`src/rtl/car_alarm_pkg.sv`:
```
// -----------------------------------------------------------------------------
// car_alarm_pkg
// Shared definitions for the car-alarm sequencing controller:
//   - STATE_W and the state encoding (DISARMED=0 .. ALARM=4; codes 5-7 illegal)
//   - default delay values used as parameter defaults by the top level
// -----------------------------------------------------------------------------
package car_alarm_pkg;

    localparam int STATE_W = 3;

    typedef enum logic [STATE_W-1:0] {
        ST_DISARMED = 3'd0,
        ST_ARMING   = 3'd1,
        ST_ARMED    = 3'd2,
        ST_ENTRY    = 3'd3,
        ST_ALARM    = 3'd4
    } alarm_state_e;

    localparam int DEF_ARM_DELAY    = 6;
    localparam int DEF_ENTRY_DELAY  = 4;
    localparam int DEF_ALARM_CYCLES = 8;
    localparam int DEF_CNT_W        = 4;

endpackage

```
`src/rtl/alarm_timer.sv`:
```
// -----------------------------------------------------------------------------
// alarm_timer
// Shared down-counter for the ARMING, ENTRY and ALARM phases.
// Ports:
//   clk      - clock, rising edge
//   reset    - synchronous active-high reset (count cleared to 0)
//   load     - load load_val this cycle (takes precedence over dec)
//   load_val - value to load (delay minus one)
//   dec      - decrement by one; saturates at zero
//   zero     - registered flag, high while the count is zero
// -----------------------------------------------------------------------------
module alarm_timer #(
    parameter int CNT_W = 4
) (
    input  logic             clk,
    input  logic             reset,
    input  logic             load,
    input  logic [CNT_W-1:0] load_val,
    input  logic             dec,
    output logic             zero
);

    logic [CNT_W-1:0] cnt_r;
    logic [CNT_W-1:0] cnt_next_s;

    // Next count: load wins over decrement; decrement never wraps below zero.
    always_comb begin
        cnt_next_s = cnt_r;
        if (load) begin
            cnt_next_s = load_val;
        end else if (dec && (cnt_r != {CNT_W{1'b0}})) begin
            cnt_next_s = cnt_r - {{(CNT_W-1){1'b0}}, 1'b1};
        end else begin
            cnt_next_s = cnt_r;
        end
    end

    // Count register with the zero flag registered alongside it.
    always_ff @(posedge clk) begin
        if (reset) begin
            cnt_r <= {CNT_W{1'b0}};
            zero  <= 1'b1;
        end else begin
            cnt_r <= cnt_next_s;
            zero  <= (cnt_next_s == {CNT_W{1'b0}});
        end
    end

endmodule

```
`src/rtl/car_alarm_controller.sv`:
```
// -----------------------------------------------------------------------------
// car_alarm_controller
// Arm / entry-delay / alarm sequencer for the passive car-alarm datapath.
// Ports:
//   clk              - clock, rising edge
//   reset            - synchronous active-high reset
//   IgnitionSignalOn - ignition key on
//   OpenDoorSign     - any door open
//   CarLightsOnSign  - headlights on
//   DisarmKey        - key-fob disarm (pulse or level)
//   PassiveSignal_b  - buzzer (entry warning or lights-left-on chime), registered
//   PassiveSignal_s  - siren, registered
//   ArmedSign        - armed indicator, registered
//   AlarmState       - current state register (debug / monitor)
// Outputs are registered from the next state and the inputs sampled at the
// same edge, so every output is consistent with AlarmState.
// -----------------------------------------------------------------------------
module car_alarm_controller
    import car_alarm_pkg::*;
#(
    parameter int ARM_DELAY    = DEF_ARM_DELAY,
    parameter int ENTRY_DELAY  = DEF_ENTRY_DELAY,
    parameter int ALARM_CYCLES = DEF_ALARM_CYCLES,
    parameter int CNT_W        = DEF_CNT_W
) (
    input  logic               clk,
    input  logic               reset,
    input  logic               IgnitionSignalOn,
    input  logic               OpenDoorSign,
    input  logic               CarLightsOnSign,
    input  logic               DisarmKey,
    output logic               PassiveSignal_b,
    output logic               PassiveSignal_s,
    output logic               ArmedSign,
    output logic [STATE_W-1:0] AlarmState
);

    // Timer is loaded with delay-1 so that expiry (zero) lands exactly
    // DELAY edges after the state was entered.
    localparam logic [CNT_W-1:0] ARM_LOAD   = CNT_W'(ARM_DELAY - 1);
    localparam logic [CNT_W-1:0] ENTRY_LOAD = CNT_W'(ENTRY_DELAY - 1);
    localparam logic [CNT_W-1:0] ALARM_LOAD = CNT_W'(ALARM_CYCLES - 1);

    alarm_state_e     state_r;
    alarm_state_e     next_state_s;
    logic             timer_load_s;
    logic [CNT_W-1:0] timer_load_val_s;
    logic             timer_dec_s;
    logic             timer_zero_s;
    logic             next_armed_s;
    logic             next_siren_s;
    logic             next_buzz_s;

    alarm_timer #(
        .CNT_W (CNT_W)
    ) u_timer (
        .clk      (clk),
        .reset    (reset),
        .load     (timer_load_s),
        .load_val (timer_load_val_s),
        .dec      (timer_dec_s),
        .zero     (timer_zero_s)
    );

    // Next-state and timer control; priority DisarmKey > ignition > door > expiry.
    always_comb begin
        next_state_s     = ST_DISARMED;
        timer_load_s     = 1'b0;
        timer_load_val_s = {CNT_W{1'b0}};
        timer_dec_s      = 1'b0;
        case (state_r)
            ST_DISARMED: begin
                // The fob has no effect here; only clean inputs start arming.
                if (!IgnitionSignalOn && !OpenDoorSign) begin
                    next_state_s     = ST_ARMING;
                    timer_load_s     = 1'b1;
                    timer_load_val_s = ARM_LOAD;
                end else begin
                    next_state_s = ST_DISARMED;
                end
            end
            ST_ARMING: begin
                if (DisarmKey || IgnitionSignalOn || OpenDoorSign) begin
                    next_state_s = ST_DISARMED;
                end else if (timer_zero_s) begin
                    next_state_s = ST_ARMED;
                end else begin
                    next_state_s = ST_ARMING;
                    timer_dec_s  = 1'b1;
                end
            end
            ST_ARMED: begin
                if (DisarmKey) begin
                    next_state_s = ST_DISARMED;
                end else if (IgnitionSignalOn) begin
                    // Ignition without a disarm is treated as a hotwire attempt.
                    next_state_s     = ST_ALARM;
                    timer_load_s     = 1'b1;
                    timer_load_val_s = ALARM_LOAD;
                end else if (OpenDoorSign) begin
                    next_state_s     = ST_ENTRY;
                    timer_load_s     = 1'b1;
                    timer_load_val_s = ENTRY_LOAD;
                end else begin
                    next_state_s = ST_ARMED;
                end
            end
            ST_ENTRY: begin
                // Closing the door does not cancel the grace period.
                if (DisarmKey) begin
                    next_state_s = ST_DISARMED;
                end else if (IgnitionSignalOn || timer_zero_s) begin
                    next_state_s     = ST_ALARM;
                    timer_load_s     = 1'b1;
                    timer_load_val_s = ALARM_LOAD;
                end else begin
                    next_state_s = ST_ENTRY;
                    timer_dec_s  = 1'b1;
                end
            end
            ST_ALARM: begin
                // Only the fob can cut the siren short.
                if (DisarmKey) begin
                    next_state_s = ST_DISARMED;
                end else if (timer_zero_s) begin
                    next_state_s = ST_ARMED;
                end else begin
                    next_state_s = ST_ALARM;
                    timer_dec_s  = 1'b1;
                end
            end
            default: begin
                next_state_s = ST_DISARMED;
            end
        endcase
    end

    // Output decode from the next state and the current inputs.
    always_comb begin
        next_armed_s = (next_state_s == ST_ARMED) || (next_state_s == ST_ENTRY) ||
                       (next_state_s == ST_ALARM);
        next_siren_s = (next_state_s == ST_ALARM);
        // Entry warning, or chime for headlights left on with a door open.
        next_buzz_s  = (next_state_s == ST_ENTRY) ||
                       (((next_state_s == ST_DISARMED) || (next_state_s == ST_ARMING)) &&
                        !IgnitionSignalOn && CarLightsOnSign && OpenDoorSign);
    end

    // State and output registers; reset clears everything on the same edge.
    always_ff @(posedge clk) begin
        if (reset) begin
            state_r         <= ST_DISARMED;
            ArmedSign       <= 1'b0;
            PassiveSignal_s <= 1'b0;
            PassiveSignal_b <= 1'b0;
        end else begin
            state_r         <= next_state_s;
            ArmedSign       <= next_armed_s;
            PassiveSignal_s <= next_siren_s;
            PassiveSignal_b <= next_buzz_s;
        end
    end

    assign AlarmState = state_r;

endmodule

```
`config.mk`:
```
export PLATFORM = sky130hd
export DESIGN_NAME = car_alarm_controller
export DESIGN_NICKNAME = d
export VERILOG_FILES = /design/src/rtl/car_alarm_pkg.sv /design/src/rtl/alarm_timer.sv /design/src/rtl/car_alarm_controller.sv
export SDC_FILE = /design/constraint.sdc
export NUM_CORES = 1
export LEC_CHECK = 0
export CAP_MARGIN = 20
export CORE_MARGIN = 5
export CORE_UTILIZATION = 40
export CTS_CLUSTER_SIZE = 16
export DETAILED_ROUTE_END_ITERATION = 8
export GPL_TIMING_DRIVEN = 0
export PLACE_DENSITY = 0.67
export SYNTH_ARGS = -nofsm -noshare
export SYNTH_HDL_FRONTEND = slang
export SYNTH_SLANG_ARGS = --single-unit
```
`constraint.sdc`:
```
create_clock -name clk -period 1.9 [get_ports clk]
set_clock_uncertainty 0.1 [all_clocks]
set_input_delay 0.285 -clock clk [delete_from_list [all_inputs] [get_ports clk]]
set_output_delay 0.285 -clock clk [all_outputs]
set_load 0.05 [all_outputs]
```
---- Word-level counts from Yosys, hierarchy flattened ----
Cells that the tools add are included.
storage, ports and cells
  register bits ........................... 11
  bits of input ports ..................... 6
  logic and storage cells ................. 66
operators by class
  add/subtract/negate cells ............... 1
  eq/ne operators ......................... 8
  muxes and demuxes ....................... 33
  reductions and logical operators ........ 18
operators by type and width
  cell                   number
  $mux W3                11
  $pmux W3 S5            1
  $mux W1                13
  $eq A3 B2 Y1 const B   4
  $pmux W3 S3            1
  $mux W4                2
  $logic_or A1 B1 Y1     7
  $eq A3 B1 Y1 const B   2
  $eq A3 B3 Y1 const B   2
  $logic_not A3 Y1       2
  $mux W2                3
  $pmux W1 S3            2
  $logic_and A1 B1 Y1    5
  $logic_not A4 Y1       1
  $reduce_bool A4 Y1     1
  $sub A4 B1 Y4 const B  1
  $logic_not A1 Y1       2

---- Depth between registers and ports, before layout ----
Gate-level depths: netlist of the first run.
  depth in word-level cells ............... 10
  depth in mapped cells ................... 6
  gate-level depth less buffers ........... 6

---- Modules after synthesis ----
From an unflattened synthesis of the first run, not the netlist that was laid out.
unflattened totals
  cells, all modules ...................... 81
  area, all modules ....................... 674.4 µm²
modules (own cells, without submodules)
  module                instances  cells an instance  area an instance (µm²)
  car_alarm_controller  1          51                 405.4
  alarm_timer           1          30                 269.0

---- Worst setup path before layout of the first run ----
No wires, ideal clock.
  kind .................................... register -> register
  start ................................... register state_r[0] (netlist: AlarmState[0])
  end ..................................... register u_timer.zero
  arrival time ............................ 2,168 ps
  required time ........................... 1,721 ps
  setup slack ............................. -447 ps
  cell stages (with the launch flop) ...... 6
  path buffers ............................ 0
  period minus slack after synthesis ...... 2,347 ps
  cells stage by stage .................... dfxtp_1 or4b_4 o32ai_4 nand3_1 a211o_1 a211oi_2
on the way
  cells in the longest elaborated chain, start to end .. 6
  elaborated cells between the ends (all ways) .. 12
  classes of those cells .................. eq/ne: 4; mux: 5; reduce/logical: 3
RTL lines
  element                               line                         RTL
  start, declared                       car_alarm_controller.sv:44   alarm_state_e state_r;
  start signal, assigned                car_alarm_controller.sv:157  state_r <= next_state_s;
  $eq A3 B3 Y1 (tied with other cells)  car_alarm_controller.sv:71   case (state_r)
  $pmux W1 S3                           car_alarm_controller.sv:71
  $logic_and A1 B1 Y1                   alarm_timer.sv:31            end else if (dec && (cnt_r != {CNT_W{1'b0}})) begin
  $mux W4                               alarm_timer.sv:31
  $mux W4 (*)                           alarm_timer.sv:29            if (load) begin
  $logic_not A4 Y1 (*)                  alarm_timer.sv:45            zero <= (cnt_next_s == {CNT_W{1'b0}});
  end signal, assigned                  alarm_timer.sv:45
  end, declared                         alarm_timer.sv:20            output logic zero
Every way passes the cells marked *; elsewhere a longest branch is shown, timed or not.
A chain may end at the register's enable or synchronous reset.

---- Final worst setup path of the first run ----
  start ................................... register state_r[2] (netlist: AlarmState[2])
  end ..................................... register u_timer.zero
Same word-level chain as after synthesis.

==> impl_metrics.ini, run 1 <==
[drt]
drc = 0
vias_per_cell = 5.57
ant_nets = 0
dr_total_vias = 585
first_iter_violations = 15
routed_wl_um = 1340
drtPass1Iterations = 5
wl_per_cell_um = 12.8

[synthesis]
ys_warn_count = 0
synthTopCellsByCount = dfxtp_1, nor2_1, nand2_1, a21oi_1, nor3_1
synth_top_area_share_pct = 35.2
yosys.area.top_type = dfxtp_1
synthTopCellsByArea = dfxtp_1, o32ai_4, nor2_1, a21oi_1, nor3_1
synth_edf_count = 0
postSynthCellCount = 74
post_synth.cell_area_avg_um2 = 8.45
muxShareOfSynthArea_pct = 0
synth_ff_type = dfxtp_1
synth_xor_area_share_pct = 1.40
synth_cell_types = 33
synth_seq_cells = 11
syn_nets = 81
synth_fa_ha_area_share_pct = 2.00
synth_top_family_by_area = simple AND/OR/NAND/NOR gates
synth_compound_area_share_pct = 25.0
synth_seq_area_share_pct = 35.2
async_flop_share_pct = 0
synth_simple_gate_area_share_pct = 33.4
yosysMostFrequentCell = dfxtp_1
synth_area_um2 = 626

[pwr]
finalPower_mw = 0.476
vdd_drop_max_mv = 0.413
p_leak_nw = 0.300
p_per_area_nw_per_um2 = 595

[grt]
grt_pass1_vias = 557
grt_max_degree = 11
grt_pass1_wl_um = 2410
grt_usage_pct = 12.3
gr-total-overflow = 0
antenna_found_initial = 0

[critical_path]
end_kind = flip-flop
cp.arrival_ns = 2.03
required_ns = 1.99
crit_type = reg2reg
cp_max_fo = 6
timing.critical_path.from_type = flip-flop

[timing]
fin_crit_ns = 1.94
fin_crit_sh_pct = 102
tightest_slew_ns = 0.493
slew_headroom_pct = 67.1
setup_violations = 1
layout_setup_ws_ns = -0.0404
fmax_mhz = 515
hold_ws_ns = 0.288
drv_slew = 0
rsz0062_at_grt = yes
hold_viol_final = 0

[job]
cap_viol_max_count = 0

[placement]
place_area_um2 = 744
place_congestion = 0.829
pre_cts_ws_ns = -0.610
portBuffers = 9
hpwl_um = 1050

[final_layout]
fin_nets = 97
multi_input_area_um2 = 399
diodes = 0
drive_gt1_share_pct = 19.1
area_growth_pct = 27.8
fillers = 142
design_area_um2 = 800
final_util_pct = 53.7
seq_area_um2 = 229

[cts]
clk_pin_slew_ns = 0.07
clock_sinks = 11
cts_buffers = 3
cts_max_path_buffers = 2
cts_tree = done
worstSkewPairLatency_ns = 0.27
hold_buffers = 0
clockRootBuffer = clkbuf_4
cts-htree-levels = 1

[die]
chipWidth_um = 49.5
design.core.area_um2 = 1490
start_util_pct = 42.0
ios = 12
dieArea_um2 = 2450
fp-row-count = 14
die_y_um = 49.5

[hold_path]
worstHoldPathType = in2reg

[run_status]
violations = negative setup slack
status = finished, violations left
[state kept, by name (all words and copies together) (netlist names)]
register / count
AlarmState: 3
ArmedSign: 1
PassiveSignal_b: 1
PassiveSignal_s: 1
u_timer.cnt_r: 4
u_timer.zero: 1
[critical path, cell delays in order (launching register included)]
cell and delay (ns):
dfxtp_4 0.36, or4b_4 0.53, o32ai_4 0.29, nand3_2 0.12, a211o_1 0.28, a211oi_2 0.17
[power breakdown]
group | leakage, nW | switching [mW] | total (mW) | internal (mW)
combinational | 0.193 | 0.0420 | 0.0732 | 0.0312
clock | 0.0150 | 0.0744 | 0.156 | 0.0812
sequential | 0.0916 | 0.0108 | 0.247 | 0.236
total | 0.300 | 0.127 | 0.476 | 0.349
[timing repair]
item                       4_1_cts  5_1_grt
setup endpoints to repair        5        5
pin swaps                        2        1
resized for setup                6        0
setup buffers                    2        0
gates cloned                     0        0
[placed cells by master, fill, tap and decap left out, types with 2 or more instances in the layout]
cell type        n
nand2b_1         3
clkbuf_4         3
dfxtp_1          8
dlygate4sd2_1    2
nand2_1          6
or2_2            2
nor3_1           5
a21oi_1          5
nor2_1           7
nand3_1          3
dfxtp_4          2
clkdlybuf4s50_1  7
or3b_2           2
a211oi_1         2
inv_1            3
clkbuf_1         3
o21ai_0          2
[stage by stage]
step	std cells	TNS, ns
floorplan	74	-0.122
global placement	99	-2.32
detailed placement	99	-2.32
CTS	105	-0.0535
global route	105	-0.339
finish	105	-0.0404
[layout make-up]
class,count,share of cell area [%]
inverter,3,1.41
multi-input combinational,58,49.9
timing repair buffer,11,13.3
sequential,11,28.6
buffer,2,0.939
tap,16,2.50
clock buffer,4,3.29
[per-layer routing]
layer / global-route usage, % / part of all wire, % / up-vias
met5: 0 / 0 / -
met4: 3.49 / 0.60 / 0
met3: 5.42 / 5.3 / 2
met2: 19.3 / 47 / 11
met1: 15.0 / 47 / 269
li1: - / - / 303
[cells by family (layout without fill, tap and decap cells)]
logic type               count (synthesis)  in the layout
XOR/XNOR                                 1              1
AO/OA/AOI/OAI                           19             19
flip-flops                              11             11
adder cells (fa/ha/maj)                  1              1
buffers and inverters                    5             20
AND/OR/NAND/NOR                         37             37
[path summary, 6_finish.rpt]
kind,slack [ns],cells after the start,startpoint,to
max,-0.04,5,AlarmState[2],u_timer.zero
min,0.29,2,reset,u_timer.cnt_r[0]
max reg2reg,-0.04,5,AlarmState[2],u_timer.zero
min reg2reg,0.49,2,u_timer.cnt_r[3],u_timer.cnt_r[3]
Note: power is estimated with default switching activity, not from simulation.
==> run 2, diff against run 1 <==
--- a/config.mk
+++ b/config.mk
@@ -5,13 +5,14 @@
 export SDC_FILE = /design/constraint.sdc
 export NUM_CORES = 1
 export LEC_CHECK = 0
-export CAP_MARGIN = 20
 export CORE_MARGIN = 5
 export CORE_UTILIZATION = 40
+export CTS_BUF_LIST = sky130_fd_sc_hd__clkbuf_4
 export CTS_CLUSTER_SIZE = 16
 export DETAILED_ROUTE_END_ITERATION = 8
 export GPL_TIMING_DRIVEN = 0
 export PLACE_DENSITY = 0.67
+export SLEW_MARGIN = 20
 export SYNTH_ARGS = -nofsm -noshare
 export SYNTH_HDL_FRONTEND = slang
 export SYNTH_SLANG_ARGS = --single-unit
==> impl_metrics.ini, run 2 (synthesis results as in run 1) <==
[drt]
dr_total_vias = 593
drtPass1Iterations = 4
ant_nets = 0
routed_wl_um = 1470
drc = 0
vias_per_cell = 5.54
first_iter_violations = 18
wl_per_cell_um = 13.8

[placement]
hpwl_um = 1050
dp.cells = 99
place_congestion = 0.829
pre_cts_ws_ns = -0.610
portBuffers = 9

[cts]
cts_max_path_buffers = 2
clockRootBuffer = clkbuf_4
cts_tree = done
clock_sinks = 11
clk_pin_slew_ns = 0.07
worstSkewPairLatency_ns = 0.27
cts_buffers = 3
hold_buffers = 0
cts-htree-levels = 1

[timing]
fin_crit_sh_pct = 102
hold_viol_final = 0
layout_setup_ws_ns = -0.0292
slew_headroom_pct = 66.4
fin_crit_ns = 1.93
tightest_slew_ns = 0.503
rsz0062_at_grt = yes
drv_slew = 0
setup_violations = 1
fmax_mhz = 518

[final_layout]
diodes = 0
largest-register = u_timer.cnt_r
seq_area_um2 = 230
drive_gt1_share_pct = 25.3
finalNonFillerCells = 107
final_cell_mix = dfxtp_1, nor2_1, nand2_1
largest_reg_flops = 4
fillers = 148
multi_input_area_um2 = 407
final_common_cell = dfxtp_1
fin_nets = 99
area_growth_pct = 32.8
final_util_pct = 55.8

[critical_path]
rr_endpoint = u_timer.zero
reg2reg_slack_ns = -0.03
critPathLaunch = AlarmState[2]
cpMaxStageDelayCell = or4b_4
slowest_delay_ns = 0.53
ff2ff_path_depth = 5
endpoint = u_timer.zero
end_kind = flip-flop
r2r_start = AlarmState[2]
cp.arrival_ns = 2.01
required_ns = 1.98
crit_type = reg2reg
cp_max_fo = 4
path_cells = or4b_4, o32ai_4, nand3_2, a211o_1, a211oi_2
timing.critical_path.from_type = flip-flop

[hold_path]
hold_start = reset
hold_path_depth = 2
worstHoldPathType = in2reg

[die]
chipWidth_um = 49.5
die_y_um = 49.5
start_util_pct = 42.0
design.core.area_um2 = 1490
ios = 12
fp-row-count = 14
dieArea_um2 = 2450

[pwr]
p_per_area_nw_per_um2 = 596
p_leak_nw = 0.352
vdd_drop_max_mv = 0.407

[run_status]
violations = negative setup slack
status = finished, violations left

[job]
cap_viol_max_count = 0

[grt]
grt_usage_pct = 12.1
gr-total-overflow = 0
grt_max_degree = 11
grt_pass1_vias = 552
grt_pass1_wl_um = 2370
antenna_found_initial = 0
[run 2: routing by layer]
metal / vias up / track usage [%] / wire length (um)
li1: 309 / - / -
met1: 275 / 14.6 / 667
met2: 7 / 19.1 / 732
met3: 2 / 5.42 / 66
met4: 0 / 3.49 / 8
met5: - / 0 / 0
[run 2: power by group]
| part | switching, mW | total (mW) | internal [mW] |
|---|---|---|---|
| Sequential | 0.0101 | 0.247 | 0.237 |
| Clock | 0.0747 | 0.170 | 0.0955 |
| Combinational | 0.0453 | 0.0783 | 0.0330 |
| Total | 0.130 | 0.496 | 0.365 |
[run 2: what timing repair did]
item	4_1_cts	5_1_grt
setup buffers	1	3
endpoints found under the setup margin	5	4
hold endpoints to repair	0	0
pin swaps	2	1
resized for setup	6	6
[run 2: per-stage QoR]
stage	hold WS, ns	total power [mW]	TNS (ns)	area [um^2]
global placement	0.471	0.323	-2.32	744
CTS	0.303	0.495	-0.0381	791
global route	0.343	0.525	-0.221	831
finish	0.294	0.496	-0.0292	831
floorplan	0.371	0.301	-0.122	634
detailed placement	0.478	0.325	-2.32	744
[run 2: worst min path at each step]
stage	to
after floorplan	PassiveSignal_b
after global placement	u_timer.cnt_r[3]
after detailed placement	u_timer.cnt_r[3]
after CTS	u_timer.cnt_r[0]
after global routing	u_timer.cnt_r[0]
final	u_timer.cnt_r[0]
[run 2: critical path: cells and delay by family, from the launching register on]
family	cells	cell delay [ns]
simple gates	2	0.65
compound gates	3	0.76
flops	1	0.34
[run 2: final cells by class]
class / count / area share, %
Clock buffer: 4 / 3.61
Inverter: 3 / 1.36
Multi-Input combinational cell: 58 / 48.9
Sequential cell: 11 / 27.7
Buffer: 2 / 0.904
Timing Repair Buffer: 13 / 15.1
Tap cell: 16 / 2.41
